[src/rtl/io_port_pkg.sv]
// io_port_pkg: shared window bases, port limit and window-decode helper for io_port_bank
package io_port_pkg;
    localparam int IO_MAX_PORTS = 16;
    localparam logic [7:0] IO_OUT_BASE  = 8'hE0;
    localparam logic [7:0] IO_IN_BASE   = 8'hF0;
    localparam logic [7:0] IO_FLAG_BASE = 8'hD0;
    typedef struct packed {
        logic       hit;
        logic [3:0] off;
    } win_t;
    // An address below base wraps to a huge offset, so one compare covers both bounds.
    function automatic win_t in_window(input logic [31:0] addr, input logic [31:0] base, input logic [31:0] n);
        logic [31:0] d;
        d = addr - base;
        return '{hit: d < n, off: d[3:0]};
    endfunction
endpackage

[src/rtl/io_in_sync.sv]
// io_in_sync: one input port's two-flop synchroniser, previous-value register and sticky change flag
// Ports: clk, reset (sync, active-high), pin (async input), clr (flag clear),
//        sync (synchronised value), flag (sticky change flag; a new edge beats clr)
module io_in_sync #(
    parameter int DATA_W = 8
) (
    input  logic              clk,
    input  logic              reset,
    input  logic [DATA_W-1:0] pin,
    input  logic              clr,
    output logic [DATA_W-1:0] sync,
    output logic              flag
);
    logic [DATA_W-1:0] s1, prev;
    always_ff @(posedge clk) begin
        if (reset) begin
            s1   <= '0;
            sync <= '0;
            prev <= '0;
            flag <= 1'b0;
        end else begin
            s1   <= pin;
            sync <= s1;
            prev <= sync;
            flag <= (sync != prev) || (flag && !clr);
        end
    end
endmodule

[src/rtl/io_port_bank.sv]
// io_port_bank: memory-mapped bank of output ports, synchronised input ports, change flags and irq
// Ports: clk, reset (sync, active-high), address/write/data_in (CPU bus), data_out (registered read),
//        port_in/port_out (NUM_PORTS*DATA_W packed pins), irq_en (per-port enable), irq (registered)
// Option: IO_PORT_OUT_READBACK_EN builds the output-window readback mux; otherwise such reads return 0.
module io_port_bank
    import io_port_pkg::*;
#(
    parameter int DATA_W    = 8,
    parameter int NUM_PORTS = 16,
    parameter int ADDR_W    = 8,
    parameter logic [ADDR_W-1:0] OUT_BASE  = ADDR_W'(IO_OUT_BASE),
    parameter logic [ADDR_W-1:0] IN_BASE   = ADDR_W'(IO_IN_BASE),
    parameter logic [ADDR_W-1:0] FLAG_BASE = ADDR_W'(IO_FLAG_BASE)
) (
    input  logic                        clk,
    input  logic                        reset,
    input  logic [ADDR_W-1:0]           address,
    input  logic                        write,
    input  logic [DATA_W-1:0]           data_in,
    output logic [DATA_W-1:0]           data_out,
    input  logic [NUM_PORTS*DATA_W-1:0] port_in,
    output logic [NUM_PORTS*DATA_W-1:0] port_out,
    input  logic [NUM_PORTS-1:0]        irq_en,
    output logic                        irq
);
    if (NUM_PORTS < 1 || NUM_PORTS > IO_MAX_PORTS) begin : g_bad_n
        $error("io_port_bank: NUM_PORTS out of range");
    end
    if (64'(OUT_BASE) + 64'(NUM_PORTS) > (64'd1 << ADDR_W) ||
        64'(IN_BASE) + 64'(NUM_PORTS) > (64'd1 << ADDR_W) ||
        64'(FLAG_BASE) + 64'(NUM_PORTS) > (64'd1 << ADDR_W)) begin : g_bad_win
        $error("io_port_bank: address window wraps");
    end
    win_t wo, wi, wf;
    logic [IO_MAX_PORTS-1:0][DATA_W-1:0] syn;
    logic [IO_MAX_PORTS-1:0]             flg;
    logic [NUM_PORTS-1:0][DATA_W-1:0]    po;
    logic [DATA_W-1:0]                   rb, rd;
`ifdef IO_PORT_OUT_READBACK_EN
    logic [IO_MAX_PORTS-1:0][DATA_W-1:0] rbk;
`endif
    assign wo = in_window(32'(address), 32'(OUT_BASE), 32'(NUM_PORTS));
    assign wi = in_window(32'(address), 32'(IN_BASE), 32'(NUM_PORTS));
    assign wf = in_window(32'(address), 32'(FLAG_BASE), 32'(NUM_PORTS));
    // Unused slots are tied to zero so the 4-bit window offset indexes a full-size array.
    for (genvar g = 0; g < IO_MAX_PORTS; g++) begin : g_port
        if (g < NUM_PORTS) begin : g_on
            logic [DATA_W-1:0] q;
            io_in_sync #(.DATA_W(DATA_W)) u_sync (
                .clk  (clk),
                .reset(reset),
                .pin  (port_in[g*DATA_W +: DATA_W]),
                .clr  (write && wf.hit && wf.off == 4'(g)),
                .sync (syn[g]),
                .flag (flg[g])
            );
            always_ff @(posedge clk) begin
                if (reset) q <= '0;
                else if (write && wo.hit && wo.off == 4'(g)) q <= data_in;
            end
            assign po[g] = q;
`ifdef IO_PORT_OUT_READBACK_EN
            assign rbk[g] = q;
`endif
        end else begin : g_off
            assign syn[g] = '0;
            assign flg[g] = 1'b0;
`ifdef IO_PORT_OUT_READBACK_EN
            assign rbk[g] = '0;
`endif
        end
    end
`ifdef IO_PORT_OUT_READBACK_EN
    assign rb = wo.hit ? rbk[wo.off] : '0;
`else
    assign rb = '0;
`endif
    assign rd = wi.hit ? syn[wi.off] : wf.hit ? DATA_W'(flg[wf.off]) : rb;
    assign port_out = po;
    always_ff @(posedge clk) begin
        if (reset) begin
            data_out <= '0;
            irq      <= 1'b0;
        end else begin
            data_out <= rd;
            irq      <= |(flg[NUM_PORTS-1:0] & irq_en);
        end
    end
endmodule

[config.mk]
export PLATFORM = sky130hd
export DESIGN_NAME = io_port_bank
export DESIGN_NICKNAME = d
export VERILOG_FILES = /design/src/rtl/io_port_pkg.sv /design/src/rtl/io_in_sync.sv /design/src/rtl/io_port_bank.sv
export SDC_FILE = /design/constraint.sdc
export NUM_CORES = 1
export LEC_CHECK = 0
export CORE_MARGIN = 8
export CORE_UTILIZATION = 53
export CTS_CLUSTER_DIAMETER = 100
export DETAILED_ROUTE_END_ITERATION = 16
export MAX_ROUTING_LAYER = met4
export PLACE_DENSITY = 0.75
export SETUP_SLACK_MARGIN = 0.5
export SYNTH_ARGS = -nofsm -noshare
export SYNTH_HDL_FRONTEND = slang
export SYNTH_HIERARCHICAL = 1
export SYNTH_SLANG_ARGS = --single-unit
[constraint.sdc]
create_clock -name clk -period 2.33 [get_ports clk]
set_input_delay 0.466 -clock clk [delete_from_list [all_inputs] [get_ports clk]]
set_output_delay 0.466 -clock clk [all_outputs]
set_load 0.05 [all_outputs]
==> results of run 1 <==
## worst reg2reg max path, delay by kind of cell, from the launching register on
kind	cells	cell delay, ns
flip-flops	1	0.34
AO/OA/AOI/OAI	2	0.35
multiplexers	2	0.77
## cells by family (layout without fill, tap and decap cells)
| kind of cell | Yosys count | after routing | share of synthesized area, % |
|---|---|---|---|
| AO/OA/AOI/OAI | 54 | 54 | 1.87 |
| XOR/XNOR | 128 | 128 | 6.04 |
| adder cells (fa/ha/maj) | 2 | 2 | 0.135 |
| buffers and inverters | 95 | 470 | 2.29 |
| flip-flops | 537 | 537 | 57.9 |
| multiplexers | 181 | 181 | 12.1 |
| AND/OR/NAND/NOR | 604 | 604 | 19.7 |
## flip-flops by register name (all words and copies together) (netlist names)
name	cells
g_port.g_on.u_sync/prev	128
g_port.g_on.q	128
g_port.g_on.u_sync/s1	128
g_port.g_on.u_sync/sync	128
data_out	8
g_port.g_on.u_sync/flag	16
irq	1
## through the flow
step	hold WS (ns)	std cells	setup WS, ns
floorplan	0.414	1601	0.283
global placement	0.423	2338	-0.376
detailed placement	0.422	2338	-0.320
CTS	0.236	2430	0.468
global route	0.236	2431	0.500
finish	0.239	2431	0.532
## what timing repair did
action / in CTS / in global routing
buffers inserted: 2 / 1
cloned: 1 / 0
endpoints found under the setup margin: 285 / 86
pin swaps: 6 / 8
resized for setup: 435 / 28
hold buffers: 0 / 0
## synth_stat cells (2+ instances only)
| master | n | area, um^2 |
|---|---|---|
| and3_1 | 2 | 12.5 |
| xor2_1 | 128 | 1120 |
| o2111ai_1 | 2 | 17.5 |
| nand2_1 | 4 | 15.0 |
| a22o_1 | 3 | 26.3 |
| ha_1 | 2 | 25.0 |
| a21oi_1 | 16 | 80.1 |
| o22ai_1 | 7 | 43.8 |
| mux2i_1 | 145 | 1450 |
| nor2b_1 | 384 | 2400 |
| a31oi_1 | 18 | 113 |
| inv_1 | 18 | 67.6 |
| nor4_4 | 16 | 340 |
| mux2_2 | 2 | 22.5 |
| nor4_1 | 16 | 100 |
| clkbuf_1 | 29 | 109 |
| a22oi_1 | 3 | 22.5 |
| dfxtp_1 | 537 | 10800 |
| a221oi_1 | 3 | 26.3 |
| buf_2 | 42 | 210 |
| nor3_1 | 16 | 80.1 |
| nand3_1 | 2 | 10.0 |
| nand3b_1 | 2 | 15.0 |
| nor3b_1 | 2 | 15.0 |
| mux4_2 | 34 | 766 |
| nor2_1 | 147 | 552 |
| or2_1 | 2 | 12.5 |
| nand4b_1 | 2 | 17.5 |
| nand2b_1 | 4 | 25.0 |
| buf_1 | 4 | 15.0 |
## layout make-up
cell class | count | area (um^2) | area share (%)
Clock buffer | 76 | 1540 | 6.31
Inverter | 18 | 75.1 | 0.308
Tap cell | 455 | 569 | 2.33
Clock inverter | 13 | 143 | 0.584
Multi-Input combinational cell | 969 | 7480 | 30.6
Sequential cell | 537 | 10800 | 44.0
Timing Repair Buffer | 363 | 3850 | 15.8
## power by group through the flow
stage	combinational [W]	sequential [W]	clock, W
floorplan	0.000688	0.00979	0
global placement	0.00121	0.00985	0
detailed placement	0.00122	0.00986	0
CTS	0.00124	0.00966	0.00826
global route	0.00133	0.00968	0.00868
finish	0.00123	0.00965	0.00813
## metal layers
layer	share of wire, %	up-vias	wire length (um)	track usage [%]
met1	44	5739	19900	27.5
met4	2.3	0	1030	6.24
met2	48	388	21600	35.8
met3	6.2	73	2790	4.18
met5	0	-	0	-
li1	-	5913	-	-
## worst min path at each step
stage	endpoint	slack, ns	from	cells past startpoint
global placement	g_port[15].g_on.u_sync/sync[4]	0.42	g_port[15].g_on.u_sync/s1[4]	1
detailed placement	g_port[14].g_on.u_sync/sync[6]	0.42	g_port[14].g_on.u_sync/s1[6]	1
floorplan	g_port[0].g_on.u_sync/sync[0]	0.41	g_port[0].g_on.u_sync/s1[0]	1
CTS	g_port[14].g_on.u_sync/s1[0]	0.24	reset	2
finish	g_port[14].g_on.u_sync/s1[1]	0.24	reset	2
global route	g_port[14].g_on.u_sync/s1[0]	0.24	reset	2
==> summary.txt, run 1 <==
Setup path
  – Crit path max-delay family: multiplexers
  – Cell mode on critical path: o2111ai_2
  – Critical Path RT: ~2.7 ns
  – Critical Path Start: address[2]
  – CP peak stage delay: 0.50 ns
  – RR Startpoint: g_port[5].g_on.u_sync/flag
  – Cell Chain, Critical Path: clkdlybuf4s50_1, buf_6, mux4_2, mux2_2, o2111ai_2, o2111ai_2
  – Crit path to: data_out[0]
  – Data arrival, critical path: 2.21 ns
  – Setup CP Type: in2reg
  – Setup crit end kind: flip-flop
  – Worst path slowest cell: mux4_2
  – Stages on the worst setup path: 6
  – WP buf/inv: 2
  – R2R cell count: 4
  – Setup slack, reg-to-reg: approximately 0.73 ns
  – RR Endpoint: data_out[0]
  – Crit Path Max Fanout: 6
  – Critical Path Source Type: primary input

Clocking
  – Longest Clk Path Bufs: 3
  – CTS tree: built
  – Clock slew at reported path FFs: 0.06 ns
  – CTS sink count: 537
  – Total CTS buffers: 50
  – Clk root buf: clkbuf_16
  – Clock Latency Late Sink: 0.56 ns
  – H-tree depth: 2

Detailed routing
  – DRC errors left: 0
  – Routed WL: about 45000 um
  – Vias: ~12k
  – Router iterations before antenna repair: 7
  – DR WL/cell: 18.6 um
  – DRT antenna net count: 0
  – DRT iter0 DRCs: a little over 700
  – Vias per std cell: 4.98

Layout
  – Commonest non-fill, non-tap cell in the layout: dfxtp_1
  – P&R area growth vs syn: 31.6%
  – Final Instance Area: approximately 24000 um^2
  – Nets@finish: roughly 2.1k
  – Antenna cell count: 0
  – Share of cells above drive strength 1: a little under a fifth
  – Final core occ: 70.7%
  – Most frequent cells in the layout: 537 x dfxtp_1, 384 x nor2b_1, 155 x clkdlybuf4s50_1
  – FILL cells: 2437

Floorplanning
  – Die Y: between 200 and 250 um
  – IO Pins: 300
  – Die area: 41300 um^2
  – Row count: 68
  – Initial Utilization: 53.7%
  – Placeable Area: 34500 um^2
  – Die X: 203 um

Synthesis
  – Syn avg cell area: 11.6 um^2
  – Register area share after synthesis: 57.9%
  – Number of synthesized register bits: 537
  – EDFF count, synth: 0
  – Unique masters post-synth: 39
  – Synth Flop Type: dfxtp_1
  – Post-Syn Nets: between 1.5k and 2k
  – Synth warn: 6
  – Async SR Flop Fraction: 0%
  – Mapped cell area: 18600 um^2
  – Cell count after synthesis: roughly 1.6k

Timing
  – Slew @ Worst Pin: roughly 0.64 ns
  – Max-slew violations: 0
  – Final min period: around 1.8 ns
  – Setup TNS: 0 ns
  – Final setup viols: 0
  – RSZ-0062 raised after global routing: false
  – Fmax: 556 MHz
  – Crit share post-route: 77.2%
  – Max-Slew Margin vs Limit: about 57%
  – Setup Skew: a little over 0.01 ns
  – Fin. Hold Viols: 0

Power and ir drop
  – Part of the power in combinational logic: 6.5%
  – Total Power: 0.0190 W
  – NetSw: 0.00409 W
  – Switch share: 21.5%
  – Part of the power in registers: around half
  – Clk network pwr share: between 40% and 50%
  – P_leak: 9.81 nW
  – Internal: 0.0149 W
  – Worst VDD drop: a little over 0.6 mV
  – Pwr Density: 779 nW/um^2

GRT
  – First-pass GRT wire length: 70000 um
  – Grt total ovfl: 0
  – Pin count of the biggest net entering global routing: 157
  – Vias in the first global route: around 12k
  – Gr usage total: 21.9%
  – Initial antenna violation count: 0

Placement
  – Final HPWL DP: 33000 um
  – RePlAce Congestion: around 0.85
  – Port Buffer Count: 299
  – Placed Area: 22500 um^2

Run status
  – Status: finished, final reports clean

Min path
  – Min-Delay Path Class: in2reg

Flow run
  – Max-cap violations: 0
No activity file was read; power rests on OpenSTA's default activity.
==> run 2, diff against run 1 <==
--- a/config.mk
+++ b/config.mk
@@ -6,11 +6,11 @@
 export NUM_CORES = 1
 export LEC_CHECK = 0
 export CORE_MARGIN = 8
-export CORE_UTILIZATION = 53
+export CORE_UTILIZATION = 48
 export CTS_CLUSTER_DIAMETER = 100
 export DETAILED_ROUTE_END_ITERATION = 16
 export MAX_ROUTING_LAYER = met4
-export PLACE_DENSITY = 0.75
+export PLACE_DENSITY = 0.72
 export SETUP_SLACK_MARGIN = 0.5
 export SYNTH_ARGS = -nofsm -noshare
 export SYNTH_HDL_FRONTEND = slang
==> constraint.sdc (replaced) <==
create_clock -name clk -period 1.65 [get_ports clk]
set_input_delay 0.33 -clock clk [delete_from_list [all_inputs] [get_ports clk]]
set_output_delay 0.33 -clock clk [all_outputs]
set_load 0.05 [all_outputs]
==> run 2 against run 1 <==
  * The flow now finishes with violations (negative setup slack)
  * Critical path depth decreased by 2
  * Critical endpoint unchanged
  * Non-clock buffer count rose by 73
  * Worst hold slack improved by 0.015 ns
  * Sequential power increased by 41%
  * Worst setup slack worse by 0.55 ns
  * Routed wire length up 13%
==> summary.txt, run 2 (synthesis gave the netlist of run 1 again) <==
Run status
  – Status: complete, but fails checks
  – Failing checks: negative setup slack

Clocking
  – Clock Latency Late Sink: roughly 0.57 ns
  – Longest Clk Path Bufs: 3
  – CTS sink count: 537
  – H-tree depth: 2
  – Total CTS buffers: 50
  – Hold buffers post-CTS: 0
  – CTS tree: built
  – Clk root buf: clkbuf_16
  – Clock slew at reported path FFs: roughly 0.060 ns

Timing
  – Max-slew violations: 0
  – Final min period: 1.67 ns
  – Slew @ Worst Pin: about 0.62 ns
  – RSZ-0062 raised after global routing: true
  – Max-Slew Margin vs Limit: 58.7%
  – Setup TNS: -0.0412 ns
  – Fin. Hold Viols: 0
  – Final worst slack: -0.0189 ns
  – Fmax: 599 MHz
  – Setup Skew: 0.0155 ns
  – Crit share post-route: 101%
  – Hold slack: 0.254 ns
  – Final setup viols: 3

Floorplanning
  – Initial Utilization: 48.3%
  – Die Y: 213 um
  – Die area: around 45000 um^2
  – Row count: between 70 and 80
  – IO Pins: 300
  – Placeable Area: about 38000 um^2
  – Die X: 213 um

Layout
  – Most frequent cells in the layout: 398 x dfxtp_1, 384 x nor2b_1, 152 x clkdlybuf4s50_1
  – Reg area: ~11000 um^2
  – Commonest non-fill, non-tap cell in the layout: dfxtp_1
  – FILL cells: roughly 2.6k
  – P&R area growth vs syn: 42.8%
  – Nets@finish: around 2.2k
  – Share of cells above drive strength 1: 31.1%
  – Finished Layout Cells: between 2k and 3k
  – Area occupied by multi-input gates: 7890 um^2

Setup path
  – WP buf/inv: 0
  – Data arrival, critical path: 2.09 ns
  – Cell mode on critical path: o2111ai_4
  – Crit Path Max Fanout: 3
  – Cell Chain, Critical Path: mux4_2, mux2_4, o2111ai_4, o2111ai_4
  – Critical Path RT: roughly 2.1 ns
  – CP peak stage delay: around 0.47 ns
  – Setup CP Type: reg2reg
  – Worst path slowest cell: mux4_2
  – Crit path max-delay family: multiplexers
  – Critical Path Source Type: flip-flop
  – Setup crit end kind: flip-flop

GRT
  – GR Util met2: 35.8%
  – Pin count of the biggest net entering global routing: ~110
  – Vias in the first global route: 12.9k
  – First-pass GRT wire length: 73200 um
  – Gr busiest metal: met2
  – Met3 Resource Use GR: between 3 and 4%
  – Initial antenna violation count: 2
  – Met1 global-route usage: about 26%
  – Gr usage total: 21.3%
  – Grt total ovfl: 0

Detailed routing
  – DRT iter0 DRCs: 840
  – Router iterations before antenna repair: 5
  – DRT antenna net count: 0
  – Vias: 12.8k
  – Vias per std cell: 4.97
  – DR WL/cell: 19.9 um
  – DRC errors left: 0
  – Routed WL: between 50000 and 60000 um

Power and ir drop
  – P_leak: around 11 nW
  – Worst VDD drop: 0.811 mV
  – Pwr Density: 1020 nW/um^2

Placement
  – Post-Place Worst Slack: -0.832 ns
  – RePlAce Congestion: a little over 0.8
  – Port Buffer Count: 299
  – Final HPWL DP: 33100 um
  – Cells after DPL: around 2.4k

Flow run
  – Max-cap violations: 0

Min path
  – Min-Delay Path Class: in2reg
run 2: worst paths after layout:
kind                                                   start                             end  slack, ns  cells after the start
worst max register to register    g_port[5].g_on.u_sync/flag                     data_out[0]      -0.02                      4
worst min-delay path                                   reset  g_port[14].g_on.u_sync/sync[0]       0.25                      3
worst min register to register  g_port[10].g_on.u_sync/s1[7]  g_port[10].g_on.u_sync/sync[7]       0.43                      1
worst max-delay path              g_port[5].g_on.u_sync/flag                     data_out[0]      -0.02                      4
run 2: layer usage:
layer / vias up / routed length [um]
li1: 6080 / -
met1: 6100 / 21100
met2: 502 / 25200
met3: 98 / 3530
met4: 0 / 1410
met5: - / 0
run 2: through the flow:
| step | utilization, % | power [W] | area, um^2 |
|---|---|---|---|
| 2_1_floorplan | - | 0.0148 | 18700 |
| 3_3_place_gp | 58.5 | 0.0157 | 22500 |
| 3_5_place_dp | 58.5 | 0.0157 | 22500 |
| 4_1_cts | 67.4 | 0.0273 | 25900 |
| 5_1_grt | 69.0 | 0.0281 | 26500 |
| 6_report | 69.0 | 0.0271 | 26500 |
run 2: final cells by class:
| class | count | area share (%) |
|---|---|---|
| Antenna cell | 3 | 0.0283 |
| Tap cell | 518 | 2.45 |
| Multi-Input combinational cell | 969 | 29.8 |
| Inverter | 18 | 0.283 |
| Timing Repair Buffer | 436 | 19.6 |
| Clock inverter | 19 | 0.798 |
| Clock buffer | 73 | 5.55 |
| Sequential cell | 537 | 41.5 |
run 2: power breakdown:
group / internal (W) / total (W) / switching [W] / leakage (nW)
Clock: 0.00669 / 0.0116 / 0.00492 / 0.827
Sequential: 0.0133 / 0.0136 / 0.000251 / 4.48
Combinational: 0.00103 / 0.00192 / 0.000887 / 5.55
run 2: worst min-delay path: stages:
cell and delay [ns]:
buf_8 0.13, buf_12 0.20, nor2b_1 0.12
run 2: timing repair:
action	in CTS	in global routing
pin swaps	29	25
resized for setup	492	91
gates cloned	2	0
setup buffers	31	35
setup endpoints to repair	290	290
